### src/rtl/maxpool2x2_stream.sv
// 2x2 stride-2 pooling stage (max or floor-average) on a raster, channel-interleaved
// activation stream with ready/valid flow control and frame/row markers.
module maxpool2x2_stream #(
    parameter int DATA_W    = 8,
    parameter int IMG_W     = 8,
    parameter int IMG_H     = 8,
    parameter int CH        = 1,
    parameter int POOL_MODE = 0
) (
    input  logic                     clk,
    input  logic                     rst_n,
    input  logic                     in_valid,
    output logic                     in_ready,
    input  logic signed [DATA_W-1:0] in_data,
    output logic                     out_valid,
    input  logic                     out_ready,
    output logic signed [DATA_W-1:0] out_data,
    output logic                     out_sof,
    output logic                     out_eol,
    output logic                     frame_done
);

    localparam int ACC_W    = DATA_W + 1;
    localparam int SUM_W    = DATA_W + 2;
    localparam int CH_W     = (CH > 1) ? $clog2(CH) : 1;
    localparam int COL_W    = $clog2(IMG_W);
    localparam int ROW_W    = $clog2(IMG_H);
    localparam int OUT_W    = IMG_W / 2;
    localparam int COL_USED = OUT_W * 2;
    localparam int ROW_USED = (IMG_H / 2) * 2;
    localparam int LB_D     = OUT_W * CH;
    localparam int LB_AW    = (LB_D > 1) ? $clog2(LB_D) : 1;

    localparam logic [CH_W-1:0]  CH_LAST       = CH_W'(CH - 1);
    localparam logic [COL_W-1:0] COL_LAST      = COL_W'(IMG_W - 1);
    localparam logic [ROW_W-1:0] ROW_LAST      = ROW_W'(IMG_H - 1);
    localparam logic [COL_W-1:0] COL_USED_LAST = COL_W'(COL_USED - 1);
    localparam logic [ROW_W-1:0] ROW_USED_LAST = ROW_W'(ROW_USED - 1);

    // Horizontal combine: max keeps the sign-extended winner, average keeps the full sum.
    function automatic logic signed [ACC_W-1:0] pair_op(
        input logic signed [DATA_W-1:0] a,
        input logic signed [DATA_W-1:0] b
    );
        logic signed [ACC_W-1:0] ax;
        logic signed [ACC_W-1:0] bx;
        ax = a;
        bx = b;
        if (POOL_MODE == 0) pair_op = (ax > bx) ? ax : bx;
        else                pair_op = ax + bx;
    endfunction

    // Floor division of a four-sample sum; the result always fits DATA_W.
    function automatic logic signed [DATA_W-1:0] avg_round(
        input logic signed [SUM_W-1:0] sum
    );
        logic signed [SUM_W-1:0] shifted;
        shifted   = sum >>> 2;
        avg_round = DATA_W'(shifted);
    endfunction

    // Vertical combine of the buffered even-row pair with the odd-row pair.
    function automatic logic signed [DATA_W-1:0] final_op(
        input logic signed [ACC_W-1:0] a,
        input logic signed [ACC_W-1:0] b
    );
        logic signed [SUM_W-1:0] ax;
        logic signed [SUM_W-1:0] bx;
        logic signed [SUM_W-1:0] mx;
        ax = a;
        bx = b;
        mx = (ax > bx) ? ax : bx;
        if (POOL_MODE == 0) final_op = DATA_W'(mx);
        else                final_op = avg_round(ax + bx);
    endfunction

    logic [CH_W-1:0]  ch_cnt;
    logic [COL_W-1:0] col_cnt;
    logic [ROW_W-1:0] row_cnt;

    logic signed [DATA_W-1:0] hold [CH];
    logic signed [ACC_W-1:0]  lbuf [LB_D];

    logic                     accept_p0;
    logic                     col_used_p0;
    logic                     row_used_p0;
    logic                     hold_we_p0;
    logic                     lb_we_p0;
    logic                     load_p0;
    logic                     last_p0;
    logic                     sof_p0;
    logic                     eol_p0;
    logic [LB_AW-1:0]         lb_idx_p0;
    logic signed [DATA_W-1:0] hold_rd_p0;
    logic signed [ACC_W-1:0]  lb_rd_p0;
    logic signed [ACC_W-1:0]  pair_p0;
    logic signed [DATA_W-1:0] result_p0;

    always_comb begin
        in_ready  = !out_valid || out_ready;
        accept_p0 = in_valid && in_ready;
    end

    // Stage p0: decode the accepted sample position and form the pooled value.
    always_comb begin
        col_used_p0 = (col_cnt <= COL_USED_LAST);
        row_used_p0 = (row_cnt <= ROW_USED_LAST);
        hold_we_p0  = accept_p0 && col_used_p0 && row_used_p0 && !col_cnt[0];
        lb_we_p0    = accept_p0 && col_used_p0 && row_used_p0 && col_cnt[0] && !row_cnt[0];
        load_p0     = accept_p0 && col_used_p0 && row_used_p0 && col_cnt[0] && row_cnt[0];
        last_p0     = (ch_cnt == CH_LAST) && (col_cnt == COL_LAST) && (row_cnt == ROW_LAST);
        sof_p0      = (row_cnt == ROW_W'(1)) && (col_cnt == COL_W'(1)) && (ch_cnt == '0);
        eol_p0      = (col_cnt == COL_USED_LAST) && (ch_cnt == CH_LAST);
        lb_idx_p0   = LB_AW'(int'(col_cnt >> 1) * CH + int'(ch_cnt));
        hold_rd_p0  = hold[ch_cnt];
        lb_rd_p0    = lbuf[lb_idx_p0];
        pair_p0     = pair_op(hold_rd_p0, in_data);
        result_p0   = final_op(lb_rd_p0, pair_p0);
    end

    always_ff @(posedge clk or negedge rst_n) begin
        if (!rst_n) begin
            ch_cnt  <= '0;
            col_cnt <= '0;
            row_cnt <= '0;
        end else if (accept_p0) begin
            if (ch_cnt == CH_LAST) begin
                ch_cnt <= '0;
                if (col_cnt == COL_LAST) begin
                    col_cnt <= '0;
                    row_cnt <= (row_cnt == ROW_LAST) ? '0 : row_cnt + ROW_W'(1);
                end else begin
                    col_cnt <= col_cnt + COL_W'(1);
                end
            end else begin
                ch_cnt <= ch_cnt + CH_W'(1);
            end
        end
    end

    // Storage is never read before it is written within a frame, so it carries no reset.
    always_ff @(posedge clk) begin
        if (hold_we_p0) hold[ch_cnt]     <= in_data;
        if (lb_we_p0)   lbuf[lb_idx_p0]  <= pair_p0;
    end

    // Stage p1: output register, loaded and drained in the same cycle when both occur.
    always_ff @(posedge clk or negedge rst_n) begin
        if (!rst_n) begin
            out_valid  <= 1'b0;
            out_data   <= '0;
            out_sof    <= 1'b0;
            out_eol    <= 1'b0;
            frame_done <= 1'b0;
        end else begin
            frame_done <= accept_p0 && last_p0;
            if (load_p0) begin
                out_valid <= 1'b1;
                out_data  <= result_p0;
                out_sof   <= sof_p0;
                out_eol   <= eol_p0;
            end else if (out_ready) begin
                out_valid <= 1'b0;
                out_sof   <= 1'b0;
                out_eol   <= 1'b0;
            end
        end
    end

endmodule

### config.mk
export PLATFORM = sky130hd
export DESIGN_NAME = maxpool2x2_stream
export DESIGN_NICKNAME = d
export VERILOG_FILES = /design/src/rtl/maxpool2x2_stream.sv
export SDC_FILE = /design/constraint.sdc
export NUM_CORES = 1
export LEC_CHECK = 0
export CAP_MARGIN = 20
export CORE_AREA = 2 2 88 90
export CTS_CLUSTER_SIZE = 25
export DETAILED_ROUTE_END_ITERATION = 16
export DIE_AREA = 0 0 90 92
export HOLD_SLACK_MARGIN = 0.02
export PLACE_DENSITY = 0.62
export SLEW_MARGIN = 20
export SYNTH_ARGS = -nofsm -noshare
export SYNTH_HDL_FRONTEND = slang
export SYNTH_SLANG_ARGS = --single-unit
### constraint.sdc
create_clock -name clk -period 8.3 [get_ports clk]
set_clock_uncertainty 0.05 [all_clocks]
set_input_delay 1.66 -clock clk [delete_from_list [all_inputs] [get_ports clk]]
set_output_delay 1.66 -clock clk [all_outputs]
set_load 0.005 [all_outputs]
==> results.json, run 1 <==
{
  "cts_buffers": 9,
  "die_h_um": 92,
  "slew_headroom_pct": 47.5,
  "synthFlopType": "edfxtp_1",
  "holdWs_ns": 0.446,
  "vias": 1730,
  "row_count": 32,
  "leakage_nw": 1.40,
  "worst_pin_slew_ns": 0.785,
  "cts.clk_slew.worst_paths_ns": 0.07,
  "htree_num_levels": 3,
  "fill_cells": 677,
  "hold_class": "register to register",
  "criticalPathCategory": "input port to register",
  "fin_crit_ns": 5.23,
  "ys_ff_latch": 58,
  "grt_overflow": 0,
  "clockBufferDepth": 2,
  "grt_usage_pct": 13.5,
  "postRouteAntennaNets": 0,
  "cts_tree": "yes",
  "dr.pass1.iters": 4,
  "ys_warn_count": 0,
  "syn_nets": 243,
  "regArea_sq_um": 1650,
  "placed_cell_area_sq_um": 3210,
  "power_switching_mw": 0.350,
  "antenna_found_initial": 0,
  "cp-end-kind": "register",
  "avgSynthCellArea_sq_um": 13.6,
  "finalInstanceArea_sq_um": 3400,
  "clock_sinks": 58,
  "grt_max_degree": 19,
  "postCtsHoldBufs": 0,
  "arrival_ns": 5.43,
  "die_w_um": 90,
  "grt_setup_unrepaired": "false",
  "fmax_mhz": 191,
  "start_util_pct": 38.3,
  "crit_fanout": 10,
  "cp_data_required_time_ns": 8.51,
  "hpwl_um": 3760,
  "synth_edf_count": 40,
  "wl_um": 5100,
  "drc": 0,
  "power.share.clock_pct": 24.1,
  "vias_per_cell": 4.97,
  "place.port_buffers": 24,
  "final_layout_size_suffix_gt1_share_pct": 15.9,
  "finalCritPeriodShare_pct": 63.0,
  "wire_per_inst_um": 14.7,
  "multi_input_area_sq_um": 1090,
  "finalSetupTns_ns": 0,
  "die_area_sq_um": 8280,
  "power_frac_comb_pct": 34.3,
  "cts_setup_buffers": 0,
  "cts_resized": 0,
  "globalplace.congestion": 0.800,
  "netlist_area_sq_um": 2850,
  "grt_pass1_vias": 1667,
  "synthDistinctLibCells": 38,
  "synthCells": 209,
  "drv_cap": 0,
  "areaGrowthSynthToFinish_pct": 19.3,
  "root_buffer": "clkbuf_8",
  "clkLatencyLatePin_ns": 0.34,
  "diodes": 0,
  "startpoint_type": "input port",
  "status": "completed",
  "grt_pass1_wl_um": 8550,
  "io_pins": 25,
  "ys_seq_area_share_pct": 57.9,
  "slew_violations": 0,
  "p_int_mw": 0.693,
  "ir_worst_vdd_v": 0.0000777,
  "seq_power_share_pct": 41.5,
  "coreArea_sq_um": 7450,
  "drtIter0Drc": 50,
  "total_power_mw": 1.04,
  "sw_frac_of_total_pct": 33.6,
  "finalNetCount": 275,
  "setup_viol_count_final": 0,
  "async_flop_share_pct": 31.0,
  "hold_violations": 0,
  "p_per_area_nw_per_um2": 306
}
layout by cell type (no fill, tap or decap), drive strengths merged:
cell type	synthesis	layout
nand3b	4	4
a21oi	4	4
nand4	2	2
edfxtp	40	40
o41ai	1	1
nor2	4	4
o22ai	1	1
nor3b	1	1
nand2	23	23
a31oi	2	2
a41oi	1	1
bufinv	0	1
inv	20	20
o211ai	9	9
ha	22	22
mux4	8	8
a221o	1	1
nand3	10	10
o31ai	1	1
o21ai	2	2
buf	3	3
clkinvlp	0	1
a211oi	2	2
or2	1	1
a21o	4	4
dfrtp	18	18
mux2i	7	7
clkinv	0	5
and3	4	4
nand2b	2	2
o32ai	1	1
nor3	4	4
and2	1	1
clkdlybuf4s50	0	24
and2b	1	1
clkbuf	3	9
mux2	2	2
power groups by stage:
stage | logic [mW] | clock network [mW] | registers [mW]
final | 0.358 | 0.252 | 0.433
after global routing | 0.402 | 0.273 | 0.445
after CTS | 0.363 | 0.257 | 0.435
after detailed placement | 0.361 | 0 | 0.440
after global placement | 0.354 | 0 | 0.442
after floorplan | 0.271 | 0 | 0.412
worst paths after layout:
kind	slack, ns	cells after the start	start	end
worst max-delay path	3.07	15	in_data[7]	out_data[4]
worst min-delay path	0.45	2	out_data[2]	out_data[2]
worst max register to register	4.52	13	hold[0][7]	out_data[4]
worst min register to register	0.45	2	out_data[2]	out_data[2]
max in group asynchronous	5.98	1	rst_n	out_data[1]
min in group asynchronous	1.73	1	rst_n	out_data[6]
registers in the layout, summed over array words and instances, names as in the netlist:
| signal | count |
|---|---|
| lbuf | 32 |
| hold | 8 |
| out_data | 8 |
| col_cnt | 3 |
| row_cnt | 3 |
| frame_done | 1 |
| out_eol | 1 |
| out_sof | 1 |
| out_valid | 1 |
layout make-up:
type                       count  area share, %
inverter                      20           2.21
sequential                    58           48.5
multi-input combinational    125           32.1
timing repair buffer          27           7.72
clock inverter                 7           2.06
clock buffer                   9           3.64
tap                          102           3.75
cells by family after synthesis:
kind of cell | Yosys count | share of synthesized area [%]
buf+inv | 26 | 3.77
compound gates | 29 | 9.21
simple gates | 57 | 9.78
fa+ha+maj | 22 | 9.65
flops | 58 | 57.9
mux | 17 | 9.69
cell usage after synthesis, types with 3 or more instances:
| library cell | number | area (sq um) |
|---|---|---|
| inv_1 | 20 | 75.1 |
| a21oi_1 | 3 | 15.0 |
| a21o_1 | 4 | 30.0 |
| mux2i_1 | 7 | 70.1 |
| edfxtp_1 | 40 | 1200 |
| clkbuf_1 | 3 | 11.3 |
| nor2_1 | 4 | 15.0 |
| nand2_1 | 23 | 86.3 |
| mux4_2 | 8 | 180 |
| o211ai_2 | 7 | 87.6 |
| dfrtp_1 | 18 | 450 |
| ha_1 | 22 | 275 |
| nor3_1 | 4 | 20.0 |
| nand3_1 | 10 | 50.1 |
| and3_1 | 4 | 25.0 |
| nand3b_1 | 4 | 30.0 |
metal layers:
layer | global-route usage, % | vias to the layer above | routed length (um)
li1 | - | 852 | -
met1 | 17.6 | 843 | 2450
met2 | 20.3 | 26 | 2390
met3 | 3.37 | 9 | 152
met4 | 8.08 | 0 | 106
met5 | 0 | - | 0
critical path, cell delays in order:
cell             delay [ns]
clkdlybuf4s50_1        0.49
inv_1                  0.05
ha_1                   0.31
nand4_1                0.12
o32ai_1                0.28
a31oi_1                0.10
a21oi_4                0.33
mux2i_1                0.43
ha_1                   0.34
a211oi_2               0.27
o211ai_1               0.12
a31oi_1                0.18
o22ai_2                0.16
or2_1                  0.39
o211ai_2               0.19
per-stage QoR:
| step | utilization [%] | setup slack [ns] | std cells |
|---|---|---|---|
| finish | 45.7 | 3.07 | 348 |
| global route | 45.7 | 2.75 | 348 |
| detailed placement | 43.1 | 2.70 | 332 |
| global placement | 43.1 | 2.78 | 332 |
| CTS | 45.7 | 3.04 | 348 |
| floorplan | - | 3.64 | 209 |
(Power assumes the default switching activity.)
==> run 2: changes to the inputs <==
--- a/config.mk
+++ b/config.mk
@@ -11,7 +11,7 @@
 export DETAILED_ROUTE_END_ITERATION = 16
 export DIE_AREA = 0 0 90 92
 export HOLD_SLACK_MARGIN = 0.02
-export PLACE_DENSITY = 0.62
+export PLACE_DENSITY = 0.64
 export SLEW_MARGIN = 20
 export SYNTH_ARGS = -nofsm -noshare
 export SYNTH_HDL_FRONTEND = slang
==> constraint.sdc (replaced) <==
create_clock -name clk -period 4.5 [get_ports clk]
set_clock_uncertainty 0.05 [all_clocks]
set_input_delay 0.9 -clock clk [delete_from_list [all_inputs] [get_ports clk]]
set_output_delay 0.9 -clock clk [all_outputs]
set_load 0.005 [all_outputs]
==> run 2 against run 1 <==
  * Non-clock buffer count increased by 11
  * First-iteration DRC count increased by 42%
  * Core utilization increased by 1.5 points
  * Sequential power increased by 85%
  * Clock-buffer cell count unchanged
  * Combinational power increased by 110%
  * Die area unchanged
  * Cell area increased by 3.3%
  * Critical path depth increased by 1
  * Via count increased by 5.7%
  * Hold slack improved by 0.016 ns
  * Critical path type unchanged
==> results.json, run 2 (same netlist as run 1, synthesis figures left out) <==
{
  "dr.pass1.iters": 4,
  "hold_violations": 0,
  "fill_cells": 687,
  "drc": 0,
  "startpoint_type": "input port",
  "worst_pin_slew_ns": 0.816,
  "antenna_found_initial": 0,
  "holdWs_ns": 0.462,
  "power_frac_comb_pct": 35.6,
  "htree_num_levels": 3,
  "grt_setup_unrepaired": "false",
  "setup_viol_count_final": 0,
  "cp-end-kind": "register",
  "finalCritPeriodShare_pct": 89.5,
  "drv_cap": 0,
  "place.port_buffers": 24,
  "grt_pass1_wl_um": 9230,
  "min_path_cells": 2,
  "vias_per_cell": 5.09,
  "cts_buffers": 9,
  "placed_cell_area_sq_um": 3290,
  "sw_frac_of_total_pct": 33.3,
  "die_h_um": 92,
  "die_w_um": 90,
  "postRouteAntennaNets": 0,
  "grt_max_degree": 19,
  "hpwl_um": 4090,
  "wl_um": 5530,
  "grt_overflow": 0,
  "finalSetupTns_ns": 0,
  "ir_worst_vdd_v": 0.000188,
  "seq_power_share_pct": 38.3,
  "finalNetCount": 286,
  "leakage_nw": 1.46,
  "largest_reg_flops": 32,
  "p_int_mw": 1.39,
  "hold_class": "register to register",
  "fmax_mhz": 248,
  "grt_pass1_vias": 1821,
  "top_register": "lbuf",
  "status": "completed",
  "postCtsHoldBufs": 0,
  "cts_resized": 0,
  "slew_violations": 0,
  "wire_per_inst_um": 15.4,
  "power_switching_mw": 0.696,
  "regArea_sq_um": 1650,
  "areaGrowthSynthToFinish_pct": 23.3,
  "clkLatencyLatePin_ns": 0.34,
  "layout.cells.most_common": "edfxtp_1",
  "die_area_sq_um": 8280,
  "vias": 1829,
  "row_count": 32,
  "criticalPathCategory": "input port to register",
  "final_cell_mix": "edfxtp_1 (40), clkdlybuf4s50_1 (24), nand2_1 (23)",
  "globalplace.congestion": 0.814,
  "arrival_ns": 4.24,
  "rr_worst_depth": 14,
  "cts_setup_buffers": 0,
  "clock_sinks": 58,
  "grt_usage_pct": 14.5,
  "diodes": 0,
  "multi_input_area_sq_um": 1090,
  "power.share.clock_pct": 26.0,
  "drtIter0Drc": 71,
  "coreArea_sq_um": 7450,
  "finalInstanceArea_sq_um": 3520,
  "io_pins": 25,
  "clockBufferDepth": 2,
  "cts.clk_slew.worst_paths_ns": 0.08,
  "crit_fanout": 7,
  "reg.largest.list": "lbuf: 32 flops, hold: 8 flops, out_data: 8 flops",
  "cts_tree": "yes",
  "cp_data_required_time_ns": 4.71,
  "slew_headroom_pct": 45.4,
  "start_util_pct": 38.3,
  "root_buffer": "clkbuf_8",
  "p_per_area_nw_per_um2": 593,
  "final_layout_size_suffix_gt1_share_pct": 19.5,
  "fin_crit_ns": 4.03
}
[run 2: per-layer routing]
metal	track usage, %	share of wire [%]	vias to the layer above
met1	20.3	48	905
met3	4.19	4.8	5
met4	6.15	1.6	0
li1	-	-	871
met2	21.0	45	48
met5	0	0	-
[run 2: layout make-up]
type	count	area share, %
repair buffers	38	9.82
inverters	20	2.13
flip-flops and latches	58	46.9
multi-input cells	125	31.1
clock inverters	7	2.88
clock buffers	9	3.52
well taps	102	3.63
[run 2: metrics by stage]
stage | total power [mW] | setup slack [ns] | util [%] | cells
6_report | 2.09 | 0.473 | 47.2 | 359
4_1_cts | 2.11 | 0.462 | 47.2 | 359
3_5_place_dp | 1.55 | 0.112 | 44.2 | 343
5_1_grt | 2.23 | 0.127 | 47.2 | 359
2_1_floorplan | 1.26 | 0.597 | - | 209
3_3_place_gp | 1.55 | 0.110 | 44.2 | 343
[run 2: critical path, stage by stage]
cell and delay [ns]:
clkdlybuf4s50_1 0.49, inv_1 0.05, ha_1 0.31, nand4_1 0.11
o32ai_1 0.28, a31oi_1 0.10, a21oi_4 0.16, buf_4 0.16
mux2i_1 0.26, ha_1 0.31, a21oi_1 0.15, o211ai_1 0.09
a31oi_1 0.18, o22ai_2 0.11, or2_1 0.37, o211ai_2 0.20
[run 2: power by group through the flow]
| stage | Combinational (mW) | Clock (mW) | Sequential, mW |
|---|---|---|---|
| 2_1_floorplan | 0.500 | 0 | 0.760 |
| 3_3_place_gp | 0.734 | 0 | 0.815 |
| 3_5_place_dp | 0.739 | 0 | 0.816 |
| 4_1_cts | 0.746 | 0.557 | 0.805 |
| 5_1_grt | 0.823 | 0.583 | 0.821 |
| 6_report | 0.744 | 0.544 | 0.801 |
[run 2: worst paths after layout]
path	startpoint	end	slack, ns
hold / removal	out_data[4]	out_data[4]	0.46
setup reg to reg	hold[0][7]	out_data[5]	1.15
hold reg to reg	out_data[4]	out_data[4]	0.46
min in group asynchronous	rst_n	out_valid	0.98
setup / recovery	in_data[7]	out_data[5]	0.47
max in group asynchronous	rst_n	row_cnt[0]	2.90
